## config.mk

```make
export PLATFORM = sky130hd
export DESIGN_NAME = ir_key_ctrl
export DESIGN_NICKNAME = d
export VERILOG_FILES = /design/src/rtl/ir_key_ctrl.sv
export SDC_FILE = /design/constraint.sdc
export NUM_CORES = 1
export LEC_CHECK = 0
export CAP_MARGIN = 10
export CORE_AREA = 2 2 108 110
export DETAILED_ROUTE_END_ITERATION = 8
export DIE_AREA = 0 0 110 112
export PLACE_DENSITY = 0.72
export SYNTH_ARGS = -nofsm -noshare
export SYNTH_HDL_FRONTEND = slang
export SYNTH_SLANG_ARGS = --single-unit
```

## constraint.sdc

```tcl
create_clock -name clk -period 6 [get_ports clk]
set_input_delay 1.8 -clock clk [delete_from_list [all_inputs] [get_ports clk]]
set_output_delay 1.8 -clock clk [all_outputs]
set_load 0.05 [all_outputs]
```

## src/rtl/ir_key_ctrl.sv

```systemverilog
// rtl/ir_key_ctrl.sv - IR key-event controller (optional address filter: IR_ADDR_FILTER_EN)
module ir_key_ctrl #(
    parameter logic [15:0] DEV_ADDR       = 16'h00FF,
    parameter int          HOLD_DELAY_CYC = 25_000_000,
    parameter int          REPEAT_GAP_CYC = 6_000_000,
    parameter int          FIFO_DEPTH     = 4
) (
    input  logic        clk,
    input  logic        rst,
    input  logic        frm_valid,
    input  logic [15:0] frm_addr,
    input  logic [15:0] frm_data,
    input  logic        rpt_valid,
    output logic        key_valid,
    output logic [7:0]  key_code,
    output logic        key_hold,
    input  logic        key_ready,
    output logic        key_release,
    output logic        key_active,
    output logic [7:0]  err_cnt,
    output logic [7:0]  drop_cnt
);

    localparam int HW = (HOLD_DELAY_CYC > 1) ? $clog2(HOLD_DELAY_CYC) : 1;
    localparam int GW = (REPEAT_GAP_CYC > 1) ? $clog2(REPEAT_GAP_CYC) : 1;
    localparam int AW = $clog2(FIFO_DEPTH);

    localparam logic [HW-1:0] HOLD_LAST = HW'(HOLD_DELAY_CYC - 1);
    localparam logic [GW-1:0] GAP_LAST  = GW'(REPEAT_GAP_CYC - 1);
    localparam logic [AW:0]   FIFO_FULL = (AW+1)'(FIFO_DEPTH);

    typedef enum logic [1:0] {
        IDLE  = 2'd0,
        PRESS = 2'd1,
        HOLD  = 2'd2
    } state_t;

    state_t        state;
    state_t        state_next;
    logic [HW-1:0] hold_cnt;
    logic [GW-1:0] gap_cnt;
    logic [7:0]    code_q;

    logic          addr_ok;
    logic          frm_good;
    logic          rpt_hit;
    logic          push;
    logic          push_hold;
    logic          gap_clr;
    logic          hold_clr;
    logic          release_now;

    logic [8:0]    mem [FIFO_DEPTH];
    logic [AW-1:0] wr_ptr;
    logic [AW-1:0] rd_ptr;
    logic [AW:0]   count;
    logic          pop;
    logic          full;
    logic          wr_en;
    logic          drop;
    logic [7:0]    push_code;

`ifdef IR_ADDR_FILTER_EN
    assign addr_ok = (frm_addr == DEV_ADDR);
`else
    // Address field and DEV_ADDR are intentionally ignored in this build.
    logic unused_addr;
    assign unused_addr = ^{frm_addr, DEV_ADDR};
    assign addr_ok     = 1'b1;
`endif

    assign frm_good  = frm_valid && addr_ok && (frm_data[15:8] == ~frm_data[7:0]);
    // A frame (good or bad) in the same cycle masks any repeat pulse.
    assign rpt_hit   = rpt_valid && !frm_valid;
    assign push_code = frm_good ? frm_data[7:0] : code_q;

    // State register; reset always lands in IDLE without a release pulse.
    always_ff @(posedge clk or posedge rst) begin
        if (rst) state <= IDLE;
        else     state <= state_next;
    end

    // Next state and event decisions: good frame > repeat > gap expiry > hold expiry.
    always_comb begin
        state_next  = state;
        push        = 1'b0;
        push_hold   = 1'b0;
        gap_clr     = 1'b0;
        hold_clr    = 1'b0;
        release_now = 1'b0;
        if (frm_good) begin
            push       = 1'b1;
            gap_clr    = 1'b1;
            hold_clr   = 1'b1;
            state_next = PRESS;
        end else if (state != IDLE) begin
            if (rpt_hit) begin
                gap_clr = 1'b1;
                if (state == HOLD) begin
                    push      = 1'b1;
                    push_hold = 1'b1;
                end else if (hold_cnt == HOLD_LAST) begin
                    push       = 1'b1;
                    push_hold  = 1'b1;
                    state_next = HOLD;
                end
            end else if (gap_cnt == GAP_LAST) begin
                release_now = 1'b1;
                state_next  = IDLE;
            end else if (state == PRESS && hold_cnt == HOLD_LAST) begin
                push       = 1'b1;
                push_hold  = 1'b1;
                state_next = HOLD;
            end
        end
    end

    // Gap and hold timers plus the latched command byte.
    always_ff @(posedge clk or posedge rst) begin
        if (rst) begin
            gap_cnt  <= '0;
            hold_cnt <= '0;
            code_q   <= '0;
        end else begin
            if (gap_clr)             gap_cnt <= '0;
            else if (state != IDLE)  gap_cnt <= gap_cnt + 1'b1;
            if (hold_clr)            hold_cnt <= '0;
            else if (state == PRESS) hold_cnt <= hold_cnt + 1'b1;
            if (frm_good)            code_q <= frm_data[7:0];
        end
    end

    // Saturating error counter for rejected frames.
    always_ff @(posedge clk or posedge rst) begin
        if (rst)                                          err_cnt <= '0;
        else if (frm_valid && !frm_good && err_cnt != 8'hFF) err_cnt <= err_cnt + 1'b1;
    end

    assign pop   = key_valid && key_ready;
    assign full  = (count == FIFO_FULL);
    // When full, a simultaneous pop frees the slot being written.
    assign wr_en = push && (!full || pop);
    assign drop  = push && full && !pop;

    // FIFO storage; contents need no reset since count gates the outputs.
    always_ff @(posedge clk) begin
        if (wr_en) mem[wr_ptr] <= {push_hold, push_code};
    end

    // FIFO pointers, occupancy and saturating drop counter.
    always_ff @(posedge clk or posedge rst) begin
        if (rst) begin
            wr_ptr   <= '0;
            rd_ptr   <= '0;
            count    <= '0;
            drop_cnt <= '0;
        end else begin
            if (wr_en) wr_ptr <= wr_ptr + 1'b1;
            if (pop)   rd_ptr <= rd_ptr + 1'b1;
            case ({wr_en, pop})
                2'b10:   count <= count + 1'b1;
                2'b01:   count <= count - 1'b1;
                default: count <= count;
            endcase
            if (drop && drop_cnt != 8'hFF) drop_cnt <= drop_cnt + 1'b1;
        end
    end

    assign key_valid   = (count != '0);
    assign key_code    = key_valid ? mem[rd_ptr][7:0] : 8'h00;
    assign key_hold    = key_valid ? mem[rd_ptr][8]   : 1'b0;
    assign key_release = release_now;
    assign key_active  = (state != IDLE) && !release_now;

endmodule

```

### Word-level counts from Yosys, hierarchy flattened

Memories as Yosys holds them, arrays and structs flattened.
Index checks and enable logic that the tools add are counted.

* bitwise gates (word level): 1
* multiplexer cells: 33
* equality and inequality tests: 12
* reduce and logical (&&, ||, !) cells: 25
* $add $sub $neg: 8

Operators with widths (count)
* $mux W25: 2
* $mux W23: 2
* $add A25 B1 Y25 const B: 1
* $eq A25 B25 Y1 const B: 1
* $add A23 B1 Y23 const B: 1
* $eq A23 B23 Y1 const B: 1
* $mux W1: 19
* $add A8 B1 Y8 const B: 2
* $mux W8: 2
* $ne A8 B8 Y1 const B: 2
* $mux W2: 7
* $logic_and A1 B1 Y1: 11
* $reduce_bool A2 Y1: 5
* $eq A8 B8 Y1: 1
* $not A8 Y8: 1
* $pmux W3 S2: 1
* $logic_not A1 Y1: 5
* $add A2 B1 Y2 const B: 2
* $eq A2 B1 Y1 const B: 2
* $eq A2 B2 Y1 const B: 2
* $reduce_and A4 Y1: 1
* $reduce_bool A4 Y1: 1
* $add A3 B1 Y3 const B: 1
* $eq A3 B3 Y1 const B: 1
* 5 further kinds: 5

* memories kept: 1
* flip-flop bits (word level): 81
* input port bits: 37
* memory bits (writable): 36

Memories
* mem: depth 4, width 9, rd ports 1, clocked after memory_dff 0, write ports 1, RTL line 53 `logic [8:0] mem [FIFO_DEPTH];`

### Longest topological paths before layout

* word-level depth: 10
* gate-level depth with buffers: 13
* gate-level depth less buffers: 13

### Least setup slack after synthesis

No wires, ideal clock.

* path kind: input to output
* start: input frm_data[9]
* end: output key_active
* setup slack: -0.046 ns
* stages: 7
* path buffers: 2
* data arrival time: 4.246 ns
* path through: xnor2_1 nor4_2 and3_1 buf_2 buf_2 nor3_1 nor2_1

* cells in the longest elaborated chain, start to end: 5

Ends and longest elaborated chain
* start, declared: RTL line 12 `input logic [15:0] frm_data,`
* $eq A8 B8 Y1: RTL line 72 `assign frm_good = frm_valid && addr_ok && (frm_data[15:8] == ~frm_data[7:0]);`
* $logic_and A1 B1 Y1: RTL line 72
* $mux W1: RTL line 91 `if (frm_good) begin`
* net key_release: RTL line 18 `output logic key_release,`
* $logic_not A1 Y1: RTL line 173 `assign key_active = (state != IDLE) && !release_now;`
* $logic_and A1 B1 Y1: RTL line 173
* end, declared: RTL line 19 `output logic key_active,`

The timed path passes the listed nets, and every way through them passes these cells.

### Worst setup path in the final report

* start: input frm_valid
* end: output key_active

* cells in the longest elaborated chain, start to end: 7
* elaborated cells between the ends (all ways): 8
* classes of those cells: mux (3); reduce/logical (5)

Ends and longest elaborated chain
* start, declared: RTL line 10 `input logic frm_valid,`
* $logic_not A1 Y1: RTL line 74 `assign rpt_hit = rpt_valid && !frm_valid;`
* $logic_and A1 B1 Y1: RTL line 74
* $mux W1: RTL line 97 `if (rpt_hit) begin`
* $mux W1: RTL line 96 `end else if (state != IDLE) begin`
* $mux W1 (*): RTL line 91
* $logic_not A1 Y1 (*): RTL line 173
* $logic_and A1 B1 Y1 (*): RTL line 173

Every way passes the cells marked *; elsewhere a longest branch is shown, timed or not.

==> summary.txt <==
CLOCK TREE
------------------------------------------------------------------------------------------
H-Tree Level Count                                                                       4
TritonCTS Sinks                                                                        117
Clock Path Buffers                                                                       2
Clock slew at the register clock pins of the worst setup and hold paths            0.06 ns
Clock buffer count from CTS                                                             17
Source-to-sink clock delay at the later pin of the worst-skew pair                 0.41 ns
Count of instances resized after the clock tree is built                                 0
Library cell used as clock root buffer                                           clkbuf_16
Post-CTS Repair Setup Buffers                                                            0
Number of buffers inserted for hold repair after clock tree synthesis                    0
CTS tree                                                                             built

FLOORPLANNING
------------------------------------------------------------------------------------------
Die footprint                                                                   12300 um^2
Effective utilization at floorplan                                                   0.495
Chip Height                                                                         112 um
Placeable core region                                                           11200 um^2
Top Ports                                                                               65
X dimension of the die                                                              110 um
Total number of placement rows                                                          39

STA
------------------------------------------------------------------------------------------
Sum of negative setup slack                                                           0 ns
Transition time at the pin with the least slew margin                              1.05 ns
Max-slew violation count                                                                 0
Final worst path period share                                                        0.920
Max Fclk                                                                           181 MHz
Slew headroom                                                                        0.300
Crit path time final                                                               5.52 ns
Setup repair after global routing missed its margin                                  false
Final count of negative-setup-slack endpoints                                            0
Final-layout worst hold slack                                                     0.504 ns
Count of endpoints failing hold in the final timing report                               0
Maximum clock skew at final layout                                              0.00797 ns

LAYOUT
------------------------------------------------------------------------------------------
Area grow syn2layout                                                                 23.0%
Final non-filler cell area                                                       6800 um^2
Count of fill cells added during filler insertion                                      894
Number of nets in the final layout                                                     576
Antenna fix cells                                                                        0
Share of final-layout standard cells stronger than drive strength 1                  0.124

WORST SETUP PATH
------------------------------------------------------------------------------------------
Critical path startpoint category                                                input pin
Number of cell instances on the worst register-to-register path                         14
Critical Path AT                                                                   3.72 ns
Data required time at the worst endpoint                                           4.20 ns
Largest fanout on the critical path                                                      6
Critical setup path kind                                                         in -> out
Endpoint class of the critical path                                             output pin

GLOBAL ROUTE
------------------------------------------------------------------------------------------
Global-route congestion overflow total                                                   0
Pin count of the biggest net entering global routing                                    62
First-pass GRT wire length                                                        18300 um
Met3 routing resource usage after global routing                                    0.0550
Vias in the first global route                                                        3809
Global-route usage over all layers                                                   0.194
Met1 global-route usage                                                              0.253
Grt peak-use layer                                                                    met2
Met2 Resource Use GR                                                                 0.310
Initial antenna violation count                                                          0

SYNTHESIS
------------------------------------------------------------------------------------------
Simple logic cell fraction of the synthesized area                                   0.201
Post-Syn Nets                                                                          520
Multiplexer share of the synthesized area                                           0.0589
Post-synth EDFFs                                                                        36
Mean cell area of the mapped netlist                                             11.7 um^2
Share of synthesized cell area in full adder, half adder and majority cells         0.0240
Sequential fraction of the synthesis area                                            0.562
Post-synthesis async set-or-reset flop share                                         0.692
Number of distinct library cells after synthesis                                        44
Flip-flop and latch count after synthesis                                              117
Synthesized instance count                                                             473
Post-synthesis compound-gate area fraction                                          0.0287
Synthesized cell area                                                            5530 um^2
Xor and xnor fraction of the mapped netlist area                                     0.108
Count of synthesis-stage warnings from yosys                                             0
Dominant combinational cell family by area after synthesis                    simple AND/OR/NAND/NOR gates
Prevailing post-synth register cell                                                dfrtp_1

POWER
------------------------------------------------------------------------------------------
Pwr dens                                                                       450 nW/um^2
Worst VDD drop                                                                      293 uV
Clock group share of total power                                                     0.348
Switching part of the total                                                          0.340
Internal portion of total power                                                    2020 uW
Leak Pwr                                                                        0.00266 uW
Net switching power figure                                                         1040 uW
Portion of total power attributed to sequential cells                                0.375
Combinational power share                                                            0.277

DETAILED ROUTING
------------------------------------------------------------------------------------------
Number of iterations in the first detailed-routing pass                                  4
Final routed wirelength across all metal layers                                   10900 um
DRC marker count from the first detailed-route iteration                               172
Remaining design rule violation count                                                    0
Via count                                                                             3778
Antenna Violating Nets Remaining                                                         0
Vias per cell                                                                         5.52
Avg WL per Cell                                                                    15.9 um

PLACEMENT
------------------------------------------------------------------------------------------
HPWL Detailed                                                                      7150 um
Area after DPL                                                                   6170 um^2
Count of input and output buffers                                                       48
RePlAce Congestion                                                                   0.792

FLOW RUN
------------------------------------------------------------------------------------------
Max-capacitance violation count                                                          0

WORST HOLD PATH
------------------------------------------------------------------------------------------
HP Class                                                                        reg -> reg
Worst hold path depth                                                                    1

STATUS
------------------------------------------------------------------------------------------
Result of the run                                                             finished, final reports clean

-- registers in the layout, summed over array words and instances, names as in the netlist --
signal / cells
mem: 36
hold_cnt: 25
gap_cnt: 23
code_q: 8
drop_cnt: 8
err_cnt: 8
count: 3
rd_ptr: 2
state: 2
wr_ptr: 2
-- routing by layer --
metal | wire length (um) | vias up
met4 | 176 | 0
met1 | 4810 | 1898
met2 | 5430 | 81
li1 | - | 1783
met3 | 467 | 16
met5 | 0 | -
-- power by group through the flow --
stage	clock, uW	combinational, uW	sequential [uW]
finish	1060	845	1150
global route	1120	915	1180
CTS	1080	853	1150
detailed placement	0	848	1160
global placement	0	829	1150
floorplan	0	558	1180
-- per-stage QoR --
stage / setup slack (ns) / util / std cells / power [uW]
final: 0.482 / 0.608 / 685 / 3060
after global routing: 0.396 / 0.608 / 685 / 3210
after CTS: 0.473 / 0.608 / 685 / 3080
after detailed placement: 0.480 / 0.552 / 653 / 2000
after global placement: 0.518 / 0.552 / 653 / 1980
after floorplan: 0.515 / - / 473 / 1740
-- layout make-up --
| class | instances | area [um^2] | share of cell area |
|---|---|---|---|
| flip-flops and latches | 117 | 3110 | 0.457 |
| multi-input cells | 331 | 2330 | 0.342 |
| repair buffers | 52 | 518 | 0.0762 |
| clock buffers | 17 | 425 | 0.0626 |
| clock inverters | 15 | 201 | 0.0296 |
| well taps | 143 | 179 | 0.0263 |
| inverters | 10 | 38.8 | 0.00571 |
-- cells in the final DEF, fill, tap and decap left out, types with 2 or more instances in the layout --
master	count
or4_1	2
o21ai_0	8
xor2_1	26
a31oi_1	2
nor2b_1	4
clkinv_1	2
nand3_1	22
nand2_1	34
clkbuf_16	17
nor3_1	12
ha_1	9
mux2_2	9
nor4_2	2
a211o_1	2
nand2b_1	3
mux4_2	9
xnor2_1	42
and2_1	13
and3_1	14
dfrtp_1	81
clkdlybuf4s50_1	46
nor2_1	59
edfxtp_1	36
or3_1	5
inv_6	5
clkinv_4	2
nor4_1	7
or2_2	2
buf_4	5
inv_1	9
nor4b_2	5
nor4bb_1	2
nand4_1	14
clkinv_2	2
a21oi_1	8
bufinv_16	4
nor3b_1	3
-- Yosys cell counts (4+ instances only) --
| master | number | area (um^2) |
|---|---|---|
| clkbuf_1 | 6 | 22.5 |
| a21oi_1 | 8 | 40.0 |
| buf_2 | 4 | 20.0 |
| nand4_1 | 14 | 87.6 |
| buf_1 | 5 | 18.8 |
| nand3_1 | 22 | 110 |
| nor2_1 | 59 | 221 |
| mux2_2 | 9 | 101 |
| xor2_1 | 26 | 228 |
| nand2_1 | 34 | 128 |
| mux4_2 | 9 | 203 |
| o21ai_0 | 8 | 40.0 |
| or3_1 | 5 | 31.3 |
| dfrtp_1 | 81 | 2030 |
| edfxtp_1 | 36 | 1080 |
| nor3_1 | 13 | 65.1 |
| inv_1 | 10 | 37.5 |
| nor4b_2 | 5 | 75.1 |
| nor2b_1 | 4 | 25.0 |
| and3_1 | 14 | 87.6 |
| nor4_1 | 7 | 43.8 |
| ha_1 | 9 | 113 |
| and2_1 | 13 | 81.3 |
| xnor2_1 | 42 | 368 |
-- worst paths after layout --
path                              from     endpoint  slack, ns
setup / recovery             frm_valid   key_active       0.48
hold reg to reg            drop_cnt[5]  drop_cnt[5]       0.50
hold / removal             drop_cnt[5]  drop_cnt[5]       0.50
setup reg to reg            gap_cnt[0]     count[2]       2.46
min in group asynchronous          rst  drop_cnt[0]       1.93
max in group asynchronous          rst  gap_cnt[13]       3.22
-- cell families (layout without fill, tap and decap cells) --
group | count (synthesis) | in the layout
buf+inv | 25 | 94
simple gates | 208 | 208
xor+xnor | 68 | 68
flops | 117 | 117
mux | 20 | 20
compound gates | 25 | 25
fa+ha+maj | 10 | 10
-- critical path, stage by stage --
cell,delay [ns]
clkdlybuf4s50_1,0.63
nand2b_1,0.24
nand2_1,0.14
or4_1,0.43
nor3_2,0.20
nor2_1,0.10
buf_12,0.17
Power figures use the tool's default switching activity.
